[src/rtl/time_pkg.sv]
// rtl/time_pkg.sv - shared encodings, field widths and moduli for the time counter
package time_pkg;

  typedef enum logic [1:0] {
    MODE_SW    = 2'b00,
    MODE_TMR   = 2'b01,
    MODE_WATCH = 2'b10,
    MODE_RSVD  = 2'b11
  } mode_e;

  typedef enum logic [1:0] {
    FSEL_SEC  = 2'd0,
    FSEL_MIN  = 2'd1,
    FSEL_HOUR = 2'd2,
    FSEL_NONE = 2'd3
  } fsel_e;

  localparam int MSEC_W = 7;
  localparam int SEC_W  = 6;
  localparam int MIN_W  = 6;
  localparam int HOUR_W = 5;

  localparam int MSEC_MOD = 100;
  localparam int SEC_MOD  = 60;
  localparam int MIN_MOD  = 60;

  // Fields are zero-extended to 7 bits so one pair of helpers serves all moduli.
  function automatic logic [6:0] mod_inc(input logic [6:0] v, input logic [6:0] max);
    return (v >= max) ? 7'd0 : v + 7'd1;
  endfunction

  function automatic logic [6:0] mod_dec(input logic [6:0] v, input logic [6:0] max);
    return (v == 7'd0) ? max : v - 7'd1;
  endfunction

endpackage

[src/rtl/tick_gen.sv]
// rtl/tick_gen.sv - prescaler producing one base tick every DIV enabled cycles
module tick_gen #(
  parameter int DIV = 10
) (
  input  logic clk,
  input  logic rst,
  input  logic en,
  input  logic sync_clr,
  output logic tick
);

  localparam int CW = $clog2(DIV);
  localparam logic [CW-1:0] LAST = CW'(DIV - 1);

  logic [CW-1:0] cnt;

  // Parked at zero while disabled so a restart always sees a full period.
  always_ff @(posedge clk) begin
    if (rst || sync_clr || !en) begin
      cnt <= '0;
    end else if (cnt == LAST) begin
      cnt <= '0;
    end else begin
      cnt <= cnt + CW'(1);
    end
  end

  assign tick = en && (cnt == LAST);

endmodule

[src/rtl/time_count_core.sv]
// rtl/time_count_core.sv - stopwatch / countdown / watch time-keeping core
module time_count_core
  import time_pkg::*;
#(
  parameter int CLK_HZ   = 100_000_000,
  parameter int TICK_HZ  = 100,
  parameter int HOUR_MOD = 24
) (
  input  logic              clk,
  input  logic              rst,
  input  logic [1:0]        mode,
  input  logic              run_toggle,
  input  logic              clear,
  input  logic              lap,
  input  logic              inc,
  input  logic              dec,
  input  logic [1:0]        field_sel,
  output logic [MSEC_W-1:0] msec_o,
  output logic [SEC_W-1:0]  sec_o,
  output logic [MIN_W-1:0]  min_o,
  output logic [HOUR_W-1:0] hour_o,
  output logic              running,
  output logic              lap_active,
  output logic              done,
  output logic              tick_o
);

  localparam int DIV = CLK_HZ / TICK_HZ;
  localparam logic [6:0] MSEC_MAX = 7'(MSEC_MOD - 1);
  localparam logic [6:0] SEC_MAX  = 7'(SEC_MOD - 1);
  localparam logic [6:0] MIN_MAX  = 7'(MIN_MOD - 1);
  localparam logic [6:0] HOUR_MAX = 7'(HOUR_MOD - 1);

  logic [MSEC_W-1:0] msec_q, snap_msec, up_msec, dn_msec;
  logic [SEC_W-1:0]  sec_q,  snap_sec,  up_sec,  dn_sec;
  logic [MIN_W-1:0]  min_q,  snap_min,  up_min,  dn_min;
  logic [HOUR_W-1:0] hour_q, snap_hour, up_hour, dn_hour;
  logic [1:0]        prev_mode;
  logic              run_ff, lap_q, done_q, tick;
  logic              is_sw, is_tmr, is_watch, mode_chg, clr_eff, all_zero;
  logic              run_tgl_eff, adj_ok, dn_zero;
  logic              c_ms, c_s, c_m, b_ms, b_s, b_m;

  // Behaviour follows the registered mode; a differing input is handled as a mode change first.
  always_comb begin
    is_tmr      = (prev_mode == MODE_TMR);
    is_watch    = (prev_mode == MODE_WATCH);
    is_sw       = !is_tmr && !is_watch;
    mode_chg    = (mode != prev_mode);
    clr_eff     = clear && !is_watch;
    all_zero    = (msec_q == '0) && (sec_q == '0) && (min_q == '0) && (hour_q == '0);
    run_tgl_eff = run_toggle && !is_watch && !(is_tmr && all_zero);
    adj_ok      = (inc ^ dec) && (field_sel != FSEL_NONE) && (is_watch || (is_tmr && !run_ff));
  end

  always_comb begin
    c_ms    = (msec_q == MSEC_MAX);
    c_s     = c_ms && (7'(sec_q) == SEC_MAX);
    c_m     = c_s && (7'(min_q) == MIN_MAX);
    up_msec = mod_inc(msec_q, MSEC_MAX);
    up_sec  = c_ms ? SEC_W'(mod_inc(7'(sec_q), SEC_MAX)) : sec_q;
    up_min  = c_s ? MIN_W'(mod_inc(7'(min_q), MIN_MAX)) : min_q;
    up_hour = c_m ? HOUR_W'(mod_inc(7'(hour_q), HOUR_MAX)) : hour_q;

    b_ms    = (msec_q == '0);
    b_s     = b_ms && (sec_q == '0);
    b_m     = b_s && (min_q == '0);
    dn_msec = mod_dec(msec_q, MSEC_MAX);
    dn_sec  = b_ms ? SEC_W'(mod_dec(7'(sec_q), SEC_MAX)) : sec_q;
    dn_min  = b_s ? MIN_W'(mod_dec(7'(min_q), MIN_MAX)) : min_q;
    dn_hour = b_m ? HOUR_W'(mod_dec(7'(hour_q), HOUR_MAX)) : hour_q;
    dn_zero = (dn_msec == '0) && (dn_sec == '0) && (dn_min == '0) && (dn_hour == '0);
  end

  tick_gen #(.DIV(DIV)) u_tick_gen (
    .clk      (clk),
    .rst      (rst),
    .en       (run_ff || is_watch),
    .sync_clr (mode_chg || clr_eff),
    .tick     (tick)
  );

  always_ff @(posedge clk) begin
    done_q <= 1'b0;
    if (rst) begin
      msec_q    <= '0;
      sec_q     <= '0;
      min_q     <= '0;
      hour_q    <= '0;
      snap_msec <= '0;
      snap_sec  <= '0;
      snap_min  <= '0;
      snap_hour <= '0;
      run_ff    <= 1'b0;
      lap_q     <= 1'b0;
      prev_mode <= MODE_SW;
    end else if (mode_chg) begin
      run_ff    <= 1'b0;
      lap_q     <= 1'b0;
      prev_mode <= mode;
    end else if (clr_eff) begin
      msec_q <= '0;
      sec_q  <= '0;
      min_q  <= '0;
      hour_q <= '0;
      run_ff <= 1'b0;
      lap_q  <= 1'b0;
    end else begin
      if (lap && is_sw) begin
        lap_q <= !lap_q;
        if (!lap_q) begin
          snap_msec <= msec_q;
          snap_sec  <= sec_q;
          snap_min  <= min_q;
          snap_hour <= hour_q;
        end
      end
      // An accepted adjust swallows a coincident tick's count step.
      if (run_tgl_eff) begin
        run_ff <= !run_ff;
      end else if (adj_ok) begin
        case (field_sel)
          FSEL_SEC: begin
            sec_q  <= inc ? SEC_W'(mod_inc(7'(sec_q), SEC_MAX)) : SEC_W'(mod_dec(7'(sec_q), SEC_MAX));
            msec_q <= '0;
          end
          FSEL_MIN:  min_q  <= inc ? MIN_W'(mod_inc(7'(min_q), MIN_MAX)) : MIN_W'(mod_dec(7'(min_q), MIN_MAX));
          FSEL_HOUR: hour_q <= inc ? HOUR_W'(mod_inc(7'(hour_q), HOUR_MAX)) : HOUR_W'(mod_dec(7'(hour_q), HOUR_MAX));
          default: ;
        endcase
      end else if (tick) begin
        if (is_tmr) begin
          msec_q <= dn_msec;
          sec_q  <= dn_sec;
          min_q  <= dn_min;
          hour_q <= dn_hour;
          if (dn_zero) begin
            done_q <= 1'b1;
            run_ff <= 1'b0;
          end
        end else begin
          msec_q <= up_msec;
          sec_q  <= up_sec;
          min_q  <= up_min;
          hour_q <= up_hour;
        end
      end
    end
  end

  assign msec_o     = lap_q ? snap_msec : msec_q;
  assign sec_o      = lap_q ? snap_sec  : sec_q;
  assign min_o      = lap_q ? snap_min  : min_q;
  assign hour_o     = lap_q ? snap_hour : hour_q;
  assign running    = run_ff || is_watch;
  assign lap_active = lap_q;
  assign done       = done_q;
  assign tick_o     = tick;

endmodule

[config.mk]
export PLATFORM = sky130hd
export DESIGN_NAME = time_count_core
export DESIGN_NICKNAME = d
export VERILOG_FILES = /design/src/rtl/time_pkg.sv /design/src/rtl/tick_gen.sv /design/src/rtl/time_count_core.sv
export SDC_FILE = /design/constraint.sdc
export NUM_CORES = 1
export LEC_CHECK = 0
export ABC_AREA = 1
export ABC_CLOCK_PERIOD_IN_PS = 4400
export CAP_MARGIN = 30
export CORE_MARGIN = 2
export CORE_UTILIZATION = 40
export CTS_BUF_LIST = sky130_fd_sc_hd__clkbuf_16
export DETAILED_ROUTE_END_ITERATION = 12
export GPL_TIMING_DRIVEN = 1
export PLACE_DENSITY = 0.55
export REMOVE_ABC_BUFFERS = 1
export SYNTH_ARGS = -nofsm -noshare
export SYNTH_HDL_FRONTEND = slang
export SYNTH_SLANG_ARGS = --single-unit
[constraint.sdc]
create_clock -name clk -period 4.4 [get_ports clk]
set_input_delay 1.1 -clock clk [delete_from_list [all_inputs] [get_ports clk]]
set_output_delay 1.1 -clock clk [all_outputs]
set_load 0.02 [all_outputs]
# ---- Yosys cells after proc, flatten, opt, wreduce, memory -nomap -nowiden
# Cells that the tools add are included.
dict set report totals {
  out_inout_bits 28
  input_bits 11
  elab_cells 151
  ff_bits 73
}
dict set report classes {
  order_cmp 4
  n_bitwise 5
  n_eq_ne 15
  n_mux 51
  n_addsub 9
  n_reduce_logical 54
}
# cell n
set ops {}
lappend ops {{6-bit two-way mux} 24}
lappend ops {{7-bit two-way mux} 9}
lappend ops {{5-bit two-way mux} 12}
lappend ops {{6-bit logical NOT} 4}
lappend ops {{20-bit by 1-bit adder with 20-bit output, second input constant} 1}
lappend ops {{20-bit == test, second input constant} 1}
lappend ops {{1-bit logical AND} 18}
lappend ops {{5-bit AND reduction} 3}
lappend ops {{7-bit logical NOT} 2}
lappend ops {{6-bit by 1-bit adder with 6-bit output, second input constant} 2}
lappend ops {{6-bit == test, second input constant} 2}
lappend ops {{6-bit >= comparator, second input constant} 2}
lappend ops {{4-bit nonzero test} 3}
lappend ops {{6-bit by 1-bit subtractor with 6-bit output, second input constant} 2}
lappend ops {{5-bit logical NOT} 2}
lappend ops {{3-bit by 2-bit inequality test with 1-bit output, second input constant} 3}
lappend ops {{4-bit AND reduction} 2}
lappend ops {{7-bit by 1-bit adder with 7-bit output, second input constant} 1}
lappend ops {{7-bit == test, second input constant} 1}
lappend ops {{7-bit >= comparator, second input constant} 1}
lappend ops {{7-bit OR reduction} 1}
lappend ops {{7-bit by 1-bit subtractor with 7-bit output, second input constant} 1}
lappend ops {{1-bit logical NOT} 6}
lappend ops {{1-bit two-way mux} 6}
lappend ops {{other kinds (16)} 29}

# ---- Depth between registers and ports, before layout
dict set report logic_depth {
  word_depth 12
  ltp_mapped 16
  ltp_nobuf 15
}

# ---- Modules after synthesis
# From an unflattened synthesis, not the netlist that was laid out.
dict set report unflattened {
  hier_cells 889
  hier_area_um2 5452.7
}
# module cells_per_inst area_per_inst_um2 seq_area_each_um2 n_inst
set modules_own_cells {}
lappend modules_own_cells {time_count_core 724 4354.2 1061.0 1}
lappend modules_own_cells {tick_gen 165 1098.6 400.4 1}

# ---- Least setup slack after synthesis
# OpenSTA, ideal clock, no wires.
dict set report synth_timing {
  path_kind {input port to flip-flop}
  from {in clear}
  to {reg hour_q[4]}
  path_stages 10
  arrival_ns 2.337
  setup_time_ns 0.115
  slack_ns 1.948
  path_buffers 0
  required_time_ns 4.285
  cell_sequence {inv_1 > nor2_4 > inv_2 > nand2_2 > clkinv_1 > nand2_1 > nand2_4 > nor3_4 > o21a_1 > nor2_1}
}
dict set report synth_via {
  elab_chain_len 3
  elab_cells_between_ends 7
  classes_between {eq/ne: 2; mux: 1; reduce/logical: 4}
}
# item line
set synth_lines {}
lappend synth_lines {{start, declared} time_count_core.sv:13} ;# input logic clear,
lappend synth_lines {{1-bit logical AND *} time_count_core.sv:50} ;# clr_eff = clear && !is_watch;
lappend synth_lines {{3-bit by 2-bit inequality test with 1-bit output (no source line), or another cell as far along} n/a}
lappend synth_lines {{5-bit AND reduction (no source line)} n/a}
lappend synth_lines {{end signal, assigned} time_count_core.sv:128} ;# FSEL_HOUR: hour_q <= inc ? HOUR_W'(mod_inc(7'(hour_q), HOUR_MAX)) : HOUR_W'(mod_dec(7'(hour_q), HOUR_MAX));
lappend synth_lines {{end signal, assigned} time_count_core.sv:136} ;# hour_q <= dn_hour;
lappend synth_lines {{end signal, assigned} time_count_core.sv:145} ;# hour_q <= up_hour;
lappend synth_lines {{end, declared} time_count_core.sv:37} ;# logic [HOUR_W-1:0] hour_q, snap_hour, up_hour, dn_hour;
# Every way passes the cells marked *; elsewhere a longest branch is shown, timed or not.
# A chain may end at the register's enable or synchronous reset.

# ---- Worst setup path after layout
dict set report layout_timing {
  from {reg u_tick_gen.cnt[0]}
  to {out tick_o}
}
dict set report layout_via {
  elab_chain_len 2
}
# item line
set layout_lines {}
lappend layout_lines {{start, declared} tick_gen.sv:15} ;# logic [CW-1:0] cnt;
lappend layout_lines {{start signal, assigned} tick_gen.sv:24} ;# cnt <= cnt + CW'(1);
lappend layout_lines {{20-bit == test} tick_gen.sv:28} ;# assign tick = en && (cnt == LAST);
lappend layout_lines {{1-bit logical AND} tick_gen.sv:28}
lappend layout_lines {{end, declared} time_count_core.sv:25} ;# output logic tick_o
# No other way between the ends.

==> metrics.yaml <==
status:
  outcome: "finished clean"
place:
  place_area_um2: 5820
  place_ws_ps: 866
  gp_congestion: 0.959
  port_buffers: 38
  hpwl_mm: 12.0
  place_inst: 1047
synth:
  synth.avg_cell_area_um2: 6.15
  synthCells: 858
  netlist_area_um2: 5280
  yosysSeqAreaShare: 0.277
  synth_seq_cells: 73
  ys_types: 40
  yosys_warnings: 0
layout:
  final_common_cell: "nand2_1"
  finalNonFillerCells: 1063
  layout-drive-gt1-share: 0.0640
  mostFrequentLayoutCells: "200 x nand2_1, 101 x inv_1, 100 x nor2_1"
  stdcell_area_um2: 6140
  areaGrowthSynthToFinish_pct: 16.3
  antennaDiodeCount: 0
  final_nets: 912
  fin_util: 0.481
routing:
  postRouteAntennaNets: 0
  wl_mm: 15.9
  drt_first_pass_iters: 5
  viasPerCell: 5.26
  route.detailed.drc: 0
  routedWlPerCell_um: 15.0
  vias: 5587
  drt_iter0_drc: 482
power_and_ir_drop:
  p_leak_nw: 2.47
  peakVddDrop_uv: 187
  power_density_nw_per_um2: 318
die:
  die_area_um2: 14100
  die_x_um: 119
  die_y_um: 119
  std_cell_rows: 41
  core_um2: 12800
  start_util: 0.413
  io_pins: 39
sta:
  postLayoutSetupSlackWorst_ps: 860
  tightest_slew_ps: 634
  min_period_ps: 3540
  slew_violations: 0
  finalSetupViolations: 0
  fin_skew_ps: 9.13
  finalSetupTns_ps: 0
  grt_setup_unrepaired: "no"
  hold_violations: 0
  fin_crit_sh: 0.804
  max_freq_ghz: 0.283
  slew-limit-headroom: 0.573
worst_hold_path:
  hold_path.class: "reg2reg"
clock_network:
  cts.sinks: 73
  cts_resized: 0
  clk_path_buf_depth: 2
  worstSkewPairLatency_ps: 350
  clk_pin_slew_ps: 60
  cts_tree: "done"
  hold_buffers: 0
  root_buffer: "clkbuf_16"
  cts-buffers-inserted: 9
  post_cts_buffers: 0
  htree_levels: 3
worst_setup_path:
  cp_max_fo: 3
  required_ps: 3300
  startpoint_type: "flop"
  endpoint_kind: "primary output"
  crit_arrival_ps: 2440
  crit_type: "reg2out"
flow_run:
  drv_cap: 0
global_routing:
  antenna_found_initial: 0
  grt_max_degree: 51
  grt_pass1_wl_mm: 25.7
  overflow: 0
  grt.total_usage: 0.228
  grt_pass1_vias: 4934
==> cells in the mapped netlist <==
library cell	count	area, um2
xnor2_1	3	26.3
nor4_4	1	21.3
o211a_1	1	10.0
o21ai_0	83	415
nand4_1	13	81.3
nand2_1	200	751
o21a_1	5	37.5
or2_2	2	12.5
o21ai_1	13	65.1
o21bai_1	2	15.0
nor2_4	7	78.8
a31oi_1	4	25.0
xor2_1	11	96.3
buf_6	1	11.3
o22ai_1	4	25.0
clkbuf_1	24	90.1
o211ai_1	6	45.0
o221ai_1	3	26.3
nor3b_1	1	7.51
a32o_1	1	10.0
dfxtp_1	73	1460
nor2_8	3	60.1
nor3_1	5	25.0
nor4_1	1	6.26
ha_1	15	188
buf_1	1	3.75
clkinv_1	1	3.75
nor2_2	2	12.5
clkinv_2	1	5.00
nor2_1	100	375
nand3_1	70	350
nand2_4	4	45.0
inv_2	3	11.3
nand2_2	4	25.0
nor3_4	1	16.3
inv_1	100	375
a21oi_1	78	390
buf_2	6	30.0
nand3_2	3	30.0
nand3b_1	2	15.0
==> per-layer routing <==
| metal | GRT usage | wire length, um |
|---|---|---|
| met3 | 0.0350 | 767 |
| met5 | 0 | 0 |
| met4 | 0.0900 | 371 |
| met1 | 0.323 | 7810 |
| met2 | 0.345 | 6950 |
==> stage by stage <==
stage / total power [mW] / hold slack (ps)
finish: 1.95 / 444
global route: 2.04 / 454
CTS: 1.97 / 445
detailed placement: 1.15 / 436
global placement: 1.14 / 426
floorplan: 1.01 / 418
==> area by class of cell <==
class,instances,area (um2)
Clock buffer,9,225
Clock inverter,7,93.8
Fill cell,1322,6630
Inverter,105,395
Multi-Input combinational cell,648,3290
Sequential cell,73,1460
Tap cell,172,215
Timing Repair Buffer,49,463
==> power breakdown <==
part | internal (mW) | leakage (nW) | total (mW) | switching, mW
clock network | 0.498 | 0.158 | 0.811 | 0.314
logic | 0.139 | 1.72 | 0.442 | 0.303
registers | 0.679 | 0.591 | 0.697 | 0.0171
total | 1.32 | 2.47 | 1.95 | 0.634
==> worst max-delay path, stage by stage (launching register included) <==
cell and delay, ps:
dfxtp_1 360, ha_1 190, nand3_1 150, nor2_1 150
nand2_1 100, nand3b_1 190, nor2_1 270, clkdlybuf4s50_1 670
==> state kept, by name, indices dropped and copies added, names as in the netlist, 5 cells and up <==
signal,count
u_tick_gen.cnt,20
msec_q,7
snap_msec,7
min_q,6
sec_q,6
snap_min,6
snap_sec,6
hour_q,5
snap_hour,5
==> kinds of logic after synthesis <==
logic type               count (synthesis)  synth area share
buffers and inverters                  137             0.100
AO/OA/AOI/OAI                          200             0.202
adder cells (fa/ha/maj)                 15            0.0355
flip-flops                              73             0.277
XOR/XNOR                                14            0.0232
AND/OR/NAND/NOR                        419             0.362
==> path summary, 6_finish.rpt <==
check / from / end / slack (ps) / cells past startpoint
worst max-delay path: u_tick_gen.cnt[0]$_SDFF_PP0_ / tick_o / 860 / 7
worst min-delay path: snap_min[2]$_SDFFE_PP0P_ / snap_min[2]$_SDFFE_PP0P_ / 440 / 2
worst max register to register: prev_mode[1]$_SDFFE_PP0P_ / hour_q[2]$_SDFFE_PP0P_ / 1620 / 14
worst min register to register: snap_min[2]$_SDFFE_PP0P_ / snap_min[2]$_SDFFE_PP0P_ / 440 / 2
Note: power is estimated with default switching activity, not from simulation.
